==> src/rtl/ram_loader.sv <==
// Byte-stream loader in front of a single-port RAM; passes CPU accesses through when idle.
// Optional: define RAM_LOADER_CHECKSUM_EN to add a running byte checksum output.
module ram_loader #(
  parameter int unsigned addr_width = 8,
  parameter int unsigned data_width = 8
) (
  input  logic                  clk,
  input  logic                  rst,
  input  logic                  start,
  input  logic [addr_width-1:0] base_addr,
  input  logic [addr_width-1:0] len,
  input  logic [data_width-1:0] in_data,
  input  logic                  in_valid,
  output logic                  in_ready,
  output logic                  busy,
  output logic                  done,
  input  logic [addr_width-1:0] cpu_addr,
  input  logic [data_width-1:0] cpu_din,
  input  logic                  cpu_we,
  output logic [addr_width-1:0] ram_addr,
  output logic [data_width-1:0] ram_din,
  output logic                  ram_we
`ifdef RAM_LOADER_CHECKSUM_EN
  ,
  output logic [data_width-1:0] checksum
`endif
);

  // One extra bit so that len=0 can be held as 2^addr_width
  localparam int unsigned cnt_w = addr_width + 1;

  typedef enum logic [1:0] {
    IDLE,
    LOAD,
    FLUSH
  } state_t;

  state_t                  state;
  logic [addr_width-1:0]   ptr;
  logic [cnt_w-1:0]        remaining;
  logic                    wr_pend;
  logic [data_width-1:0]   wdata;
  logic                    transfer;

  assign in_ready = (state == LOAD) && (remaining != '0);
  assign busy     = (state != IDLE);
  assign transfer = in_valid && in_ready;

  // RAM port mux: CPU owns the RAM only while idle
  always_comb begin
    ram_addr = ptr;
    ram_din  = wdata;
    ram_we   = wr_pend;
    if (state == IDLE) begin
      ram_addr = cpu_addr;
      ram_din  = cpu_din;
      ram_we   = cpu_we;
    end
  end

  always_ff @(posedge clk) begin
    if (rst) begin
      state     <= IDLE;
      ptr       <= '0;
      remaining <= '0;
      wr_pend   <= 1'b0;
      wdata     <= '0;
      done      <= 1'b0;
    end else begin
      done    <= 1'b0;
      wr_pend <= transfer;
      if (wr_pend) begin
        ptr <= ptr + addr_width'(1);
      end
      if (transfer) begin
        wdata     <= in_data;
        remaining <= remaining - cnt_w'(1);
      end
      case (state)
        IDLE: begin
          if (start) begin
            ptr       <= base_addr;
            remaining <= (len == '0) ? {1'b1, {addr_width{1'b0}}} : {1'b0, len};
            state     <= LOAD;
          end
        end
        LOAD: begin
          if (transfer && remaining == cnt_w'(1)) begin
            state <= FLUSH;
          end
        end
        FLUSH: begin
          state <= IDLE;
          done  <= 1'b1;
        end
        default: state <= IDLE;
      endcase
    end
  end

`ifdef RAM_LOADER_CHECKSUM_EN
  // Running modulo sum of accepted bytes, restarted by each accepted start
  always_ff @(posedge clk) begin
    if (rst) begin
      checksum <= '0;
    end else if (state == IDLE && start) begin
      checksum <= '0;
    end else if (transfer) begin
      checksum <= checksum + in_data;
    end
  end
`endif

endmodule

==> config.mk <==
export PLATFORM = sky130hd
export DESIGN_NAME = ram_loader
export DESIGN_NICKNAME = d
export VERILOG_FILES = /design/src/rtl/ram_loader.sv
export SDC_FILE = /design/constraint.sdc
export NUM_CORES = 1
export LEC_CHECK = 0
export ABC_AREA = 1
export ABC_CLOCK_PERIOD_IN_PS = 1500
export CORE_ASPECT_RATIO = 1.5
export CORE_MARGIN = 3
export CORE_UTILIZATION = 39
export CTS_CLUSTER_SIZE = 10
export DETAILED_ROUTE_END_ITERATION = 16
export GPL_ROUTABILITY_DRIVEN = 0
export PLACE_DENSITY_LB_ADDON = 0.3
export SKIP_CTS_REPAIR_TIMING = 1
export SLEW_MARGIN = 30
export SYNTH_ARGS = -nofsm -noshare
export SYNTH_HDL_FRONTEND = slang
export SYNTH_SLANG_ARGS = --single-unit
==> constraint.sdc <==
create_clock -name clk -period 1.5 [get_ports clk]
set_input_delay 0.225 -clock clk [delete_from_list [all_inputs] [get_ports clk]]
set_output_delay 0.225 -clock clk [all_outputs]
set_load 0.02 [all_outputs]
==> run summary, run 1 <==
Avg Cell Area, Syn: 6.52 um^2
Reg clk slew, reported paths: 0.06 ns
root buffer cell: clkbuf_8
first-pass GRT wire length: 7450 um
PnR worst setup slack: -0.0978 ns
DRC: 0
Yosys cell types: 28
Die Y: 85.8 um
status: finished with violations
Syn Nets: 302
failing checks: negative setup slack
Power Density: 871 nW/um^2
CTS tree: done
slowest cell delay on critical path: 0.38 ns
port bufs: 64
placed cell area: 2500 um^2
DRT Wirelength: 5310 um
WL/cell: 13.5 um
top-level I/O count: 65
worst slew pin tran: 0.379 ns
Hold Crit Start: wdata[2]
slew margin rel.: 0.745
#FFs+latches synth: 29
total track usage: 0.188
CP max-delay cell: dfxtp_4
Hold Crit Class: flop to flop
Final Hold Viols: 0
critical path type: flop to flop
Synthesis Warnings: 0
nets@finish: 396
n_diodes: 0
met1 usage: 0.186
CP dominant cell by count: nand2_4
starting density of the core: 0.411
Core Region: 4030 um^2
FF-to-FF End: remaining[1]
worst hold path stage count: 2
clock latency on the worst-skew pair: 0.28 ns
setup violators final: 15
Synth Cell Area: 1660 um^2
global routing's busiest layer: met2
grt met3 use: 0.0512
post-route setup TNS: -0.560 ns
placed cells: 377
die area: 5080 um^2
number of antenna violations at the first check in global routing: 0
Tcrit/Tclk final: 1.07
CP Launch Type: flop
layout cells sized above 1: 0.312
fmax: 0.626 GHz
leakage power total: 1.31 nW
Initial DRC Count: 48
Critical Path Source: remaining[1]
number of global-route vias before repair: 1832
worst-path fanout max: 5
largest net degree at the start of global routing: 32
Routed Antenna Nets: 0
synthesized instance count: 254
Die Width: 59.2 um
met2 Track Usage GR: 0.341
RSZ-0062 raised after global routing: true
pins over their slew limit: 0
Final Non-Filler Cells: 394
WHS Endpoint: wdata[2]
total grt overflow: 0
r2r startpoint: remaining[1]
Worst EP required: 1.67 ns
utilization after layout: 0.718
cell area after layout: 2890 um^2
DR pass1 iterations: 4
Clock Sink Count: 29
CTS H-Tree Depth: 2
R2R setup slack: -0.1 ns
CP endpoint kind: flop
clk_skew: 0.00435 ns
MaxCap Viol Count: 0
DP HPWL: 3520 um
row count: 28
clock tree buffer depth: 2
Seq/Total Area, Yosys: 0.351
via count: 1993
CP cell instances: inv_4 -> ha_4 -> nand2_4 -> nor2_4 -> buf_6 -> nand2_4 -> nand3_4 -> buf_8 -> nand2_4 -> o21ai_2 -> o21bai_1 -> inv_1
Area Overhead vs Synth: 74.8%
Crit path arrival time: 1.77 ns
min cycle time layout: 1.60 ns
Vias/cell: 5.06
Peak VDD IR: 782 uV
R2R depth: 12
TritonCTS Buffers: 5
==> placed cells by master (no fill, tap or decap), types with 3 or more instances in the layout <==
cell | netlist | routed
nand2_1 | 74 | 64
clkdlybuf4s50_1 | 0 | 45
buf_4 | 1 | 32
dfxtp_1 | 29 | 27
inv_1 | 27 | 25
o21ai_1 | 0 | 16
nor2_1 | 14 | 13
a21oi_2 | 0 | 13
o21ai_0 | 34 | 10
o21ai_2 | 0 | 8
nand3_1 | 10 | 7
a21oi_1 | 20 | 7
clkbuf_8 | 0 | 7
buf_6 | 1 | 7
nand2_2 | 2 | 6
nand2_4 | 0 | 6
clkbuf_2 | 0 | 6
nand4_1 | 5 | 5
xor2_1 | 5 | 5
nor2_4 | 2 | 4
nor3_1 | 4 | 4
o21bai_1 | 4 | 4
nand3_2 | 1 | 3
==> sequential cells by signal, indices dropped and copies added, names as in the netlist <==
name       count
state          2
wdata          8
wr_pend        1
done           1
ptr            8
remaining      9
==> worst max path at each step <==
stage	end	slack, ns	cells past startpoint
final	remaining[1]	-0.1	12
after global routing	remaining[1]	-0.14	12
after CTS	in_ready	-0.68	6
after detailed placement	in_ready	-0.36	6
after global placement	in_ready	-0.30	6
after floorplan	remaining[0]	-0.001	12
==> metrics by stage <==
step | hold WS [ns] | power [mW] | setup slack, ns
final | 0.461 | 2.52 | -0.0978
after global routing | 0.490 | 2.66 | -0.145
after CTS | 0.447 | 2.36 | -0.683
after detailed placement | 0.439 | 1.65 | -0.361
after global placement | 0.432 | 1.63 | -0.299
after floorplan | 0.374 | 1.27 | -0.00126
==> cells by family (layout without fill, tap and decap cells) <==
| family | count (synthesis) | in the layout | synth area share |
|---|---|---|---|
| and+or+nand+nor | 117 | 117 | 0.308 |
| AOI/OAI and AO/OA | 60 | 60 | 0.190 |
| buffers and inverters | 39 | 134 | 0.0967 |
| DFF | 29 | 29 | 0.351 |
| xor gates and xnor gates | 6 | 6 | 0.0317 |
| adders and majority gates | 3 | 3 | 0.0227 |
==> per-layer routing <==
layer  part of all wire  wire length [um]
met1               0.36              1920
met2               0.55              2910
met3              0.051               273
met4              0.039               205
met5                  0                 0
==> power by group <==
group / internal (mW) / switching (mW) / leakage [nW] / total, mW
Clock: 0.414 / 0.298 / 0.0542 / 0.712
Combinational: 0.462 / 0.474 / 1.02 / 0.935
Sequential: 0.829 / 0.0440 / 0.239 / 0.873
==> synth_stat cells, drive strengths merged <==
| cell type | n | share of area |
|---|---|---|
| a21oi | 20 | 0.060 |
| a31oi | 1 | 0.0038 |
| buf | 4 | 0.017 |
| clkbuf | 6 | 0.014 |
| clkinv | 1 | 0.0023 |
| dfxtp | 29 | 0.35 |
| ha | 3 | 0.023 |
| inv | 28 | 0.063 |
| nand2 | 76 | 0.18 |
| nand3 | 11 | 0.036 |
| nand3b | 1 | 0.0045 |
| nand4 | 5 | 0.019 |
| nor2 | 17 | 0.049 |
| nor3 | 4 | 0.012 |
| nor4 | 2 | 0.0076 |
| o21ai | 34 | 0.10 |
| o21bai | 4 | 0.018 |
| o221ai | 1 | 0.0053 |
| or2 | 1 | 0.0038 |
| xnor2 | 1 | 0.0053 |
| xor2 | 5 | 0.026 |
==> layout make-up <==
cell class	count	area, um^2
repair buffers	96	917
inverters	29	123
flip-flops and latches	29	586
repair inverters	1	7.51
clock buffers	7	96.3
well taps	45	56.3
fillers	322	1140
clock inverters	1	5.00
multi-input cells	186	1100
==> worst max-delay path, delay by kind of cell, from the launching register on <==
| family | cells | cell delay [ns] |
|---|---|---|
| simple gates | 5 | 0.34 |
| flops | 1 | 0.38 |
| compound gates | 2 | 0.19 |
| buf+inv | 4 | 0.41 |
| fa+ha+maj | 1 | 0.17 |
(Power assumes the default switching activity.)
==> run 2: changes to the inputs <==
--- a/config.mk
+++ b/config.mk
@@ -6,10 +6,10 @@
 export NUM_CORES = 1
 export LEC_CHECK = 0
 export ABC_AREA = 1
-export ABC_CLOCK_PERIOD_IN_PS = 1500
+export ABC_CLOCK_PERIOD_IN_PS = 2000
 export CORE_ASPECT_RATIO = 1.5
 export CORE_MARGIN = 3
-export CORE_UTILIZATION = 39
+export CORE_UTILIZATION = 42
 export CTS_CLUSTER_SIZE = 10
 export DETAILED_ROUTE_END_ITERATION = 16
 export GPL_ROUTABILITY_DRIVEN = 0
==> constraint.sdc (replaced) <==
create_clock -name clk -period 2 [get_ports clk]
set_input_delay 0.3 -clock clk [delete_from_list [all_inputs] [get_ports clk]]
set_output_delay 0.3 -clock clk [all_outputs]
set_load 0.02 [all_outputs]
==> run 2 against run 1 <==
  * The run now ends clean
  * Final cell count shrank 5.8%
  * Die area shrank 6.5%
  * Non-clock buffer count shrank 20
  * Sequential share of layout area grew 2.5 points
  * Critical path type is now flop to primary output
==> run summary, run 2 (synthesis results as in run 1) <==
DP HPWL: 3330 um (was 3520 um)
CTS H-Tree Depth: 2 (unchanged)
number of antenna violations at the first check in global routing: 0 (unchanged)
MaxCap Viol Count: 0 (unchanged)
DRC: 0 (unchanged)
root buffer cell: clkbuf_8 (unchanged)
die area: 4750 um^2 (was 5080 um^2)
share of power burned in combinational logic: 0.305 (was 0.371)
Routed Antenna Nets: 0 (unchanged)
row count: 27 (was 28)
CP max-delay cell: dfxtp_1 (was dfxtp_4)
Biggest register: remaining (unchanged)
top-level I/O count: 65 (unchanged)
number of global-route vias before repair: 1782 (was 1832)
min cycle time layout: 1.79 ns
CP top delay family: flip-flops (was buffers and inverters)
worst-path fanout max: 4 (was 5)
hold slack: 0.447 ns (was 0.461 ns)
n_diodes: 0 (unchanged)
most frequent cells in the layout: nand2_1, clkdlybuf4s50_1, o21ai_0 (was nand2_1, clkdlybuf4s50_1, buf_4)
CP endpoint kind: primary output (was flop)
Hold Crit Class: flop to flop (unchanged)
total track usage: 0.199 (was 0.188)
clock tree buffer depth: 2 (unchanged)
DR pass1 iterations: 4 (unchanged)
Tcrit/Tclk final: 0.897
most common cell after layout, fill and taps aside: nand2_1 (unchanged)
placed cell area: 2400 um^2 (was 2500 um^2)
Initial DRC Count: 74 (was 48)
CP Launch Type: flop (unchanged)
Power Density: 669 nW/um^2 (was 871 nW/um^2)
Final Hold Viols: 0 (unchanged)
first-pass GRT wire length: 7630 um (was 7450 um)
via count: 1819 (was 1993)
worst slew pin tran: 0.490 ns (was 0.379 ns)
Die Width: 57.3 um (was 59.2 um)
slowest cell delay on critical path: 0.34 ns (was 0.38 ns)
starting density of the core: 0.445 (was 0.411)
Seq pwr share: 0.385 (was 0.346)
Clock Sink Count: 29 (unchanged)
Power Total: 1.71 mW (was 2.52 mW)
clock latency on the worst-skew pair: 0.27 ns (was 0.28 ns)
total grt overflow: 0 (unchanged)
slew margin rel.: 0.673 (was 0.745)
Worst EP required: 1.70 ns (was 1.67 ns)
cell area after layout: 2550 um^2 (was 2890 um^2)
Vias/cell: 4.90 (was 5.06)
CTS tree: done (unchanged)
clk_skew: 0.00526 ns (was 0.00435 ns)
Crit path arrival time: 1.49 ns (was 1.77 ns)
nets@finish: 375 (was 396)
Area Overhead vs Synth: 54.2% (was 74.8%)
Largest regs: remaining x9, ptr x8, wdata x8 (unchanged)
critical path type: flop to primary output (was flop to flop)
fmax: 0.557 GHz
Int Pwr: 1.19 mW (was 1.70 mW)
number of flip-flops in the largest register: 9 (unchanged)
status: finished, final reports clean (was finished with violations)
TritonCTS Buffers: 5 (unchanged)
RSZ-0062 raised after global routing: false (was true)
Reg clk slew, reported paths: 0.06 ns (about the same)
layout cells sized above 1: 0.0884 (was 0.312)
sw frac: 0.305 (was 0.324)
worst path buffer plus inverter count: 2 (was 4)
CP cell instances: inv_1 -> ha_1 -> nand2_2 -> nor2_4 -> a21oi_1 -> dlymetal6s2s_1 (was inv_4 -> ha_4 -> nand2_4 -> nor2_4 -> buf_6 -> nand2_4 -> nand3_4 -> buf_8 -> nand2_4 -> o21ai_2 -> o21bai_1 -> inv_1)
sw power: 520 uW (was 816 uW)
setup violators final: 0 (was 15)
Peak VDD IR: 763 uV (was 782 uV)
pins over their slew limit: 0 (unchanged)
port bufs: 64 (unchanged)
DRT Wirelength: 4400 um (was 5310 um)
leakage power total: 1.32 nW (was 1.31 nW)
Die Y: 82.9 um (was 85.8 um)
WL/cell: 11.8 um (was 13.5 um)
Core Region: 3720 um^2 (was 4030 um^2)
largest net degree at the start of global routing: 28 (was 32)
Clk pwr share: 0.311 (was 0.283)
-- run 2: cell count changes in the layout (fill, tap and decap cells not counted), sizes merged --
cell and delta:
buf -30, clkbuf -8, clkinv +1, clkinvlp -2, dlymetal6s2s +18
-- run 2: cell type report --
type                       count  area [um^2]
inverter                      29          109
sequential                    29          581
timing repair buffer          76          791
clock buffer                   7         96.3
fill                         329         1160
multi-input combinational    186          917
tap                           43         53.8
clock inverter                 1         5.00
-- run 2: worst paths after layout --
path / from / slack (ns) / end / cells after the start
worst min-delay path: wdata[1] / 0.45 / wdata[1] / 2
worst min register to register: wdata[1] / 0.45 / wdata[1] / 2
worst max-delay path: remaining[1] / 0.21 / in_ready / 6
worst max register to register: remaining[1] / 0.42 / remaining[0] / 12
-- run 2: power groups by stage --
stage               clock network [mW]  logic (mW)  registers, mW
floorplan                            0       0.289          0.662
global placement                     0       0.519          0.667
detailed placement                   0       0.527          0.668
CTS                              0.548       0.531          0.656
global route                     0.574       0.580          0.663
finish                           0.530       0.520          0.657
-- run 2: metrics by stage --
step	TNS (ns)	cells	utilization	setup slack [ns]
floorplan	0	254	-	0.353
global placement	0	363	0.647	0.130
detailed placement	0	363	0.647	0.126
CTS	-0.564	371	0.674	-0.197
global route	0	371	0.687	0.0925
finish	0	371	0.687	0.206
-- run 2: layer usage --
metal,GRT usage,part of all wire,vias up
li1,-,-,969
met3,0.0389,0.058,6
met2,0.374,0.55,50
met1,0.211,0.38,794
met5,0,0,-
met4,0.0696,0.016,0
-- run 2: tightest hold or removal path: cells and delay by family, from the launching register on --
family,cells,cell delay (ns)
compound gates,1,0.05
buf+inv,1,0.05
flops,1,0.30
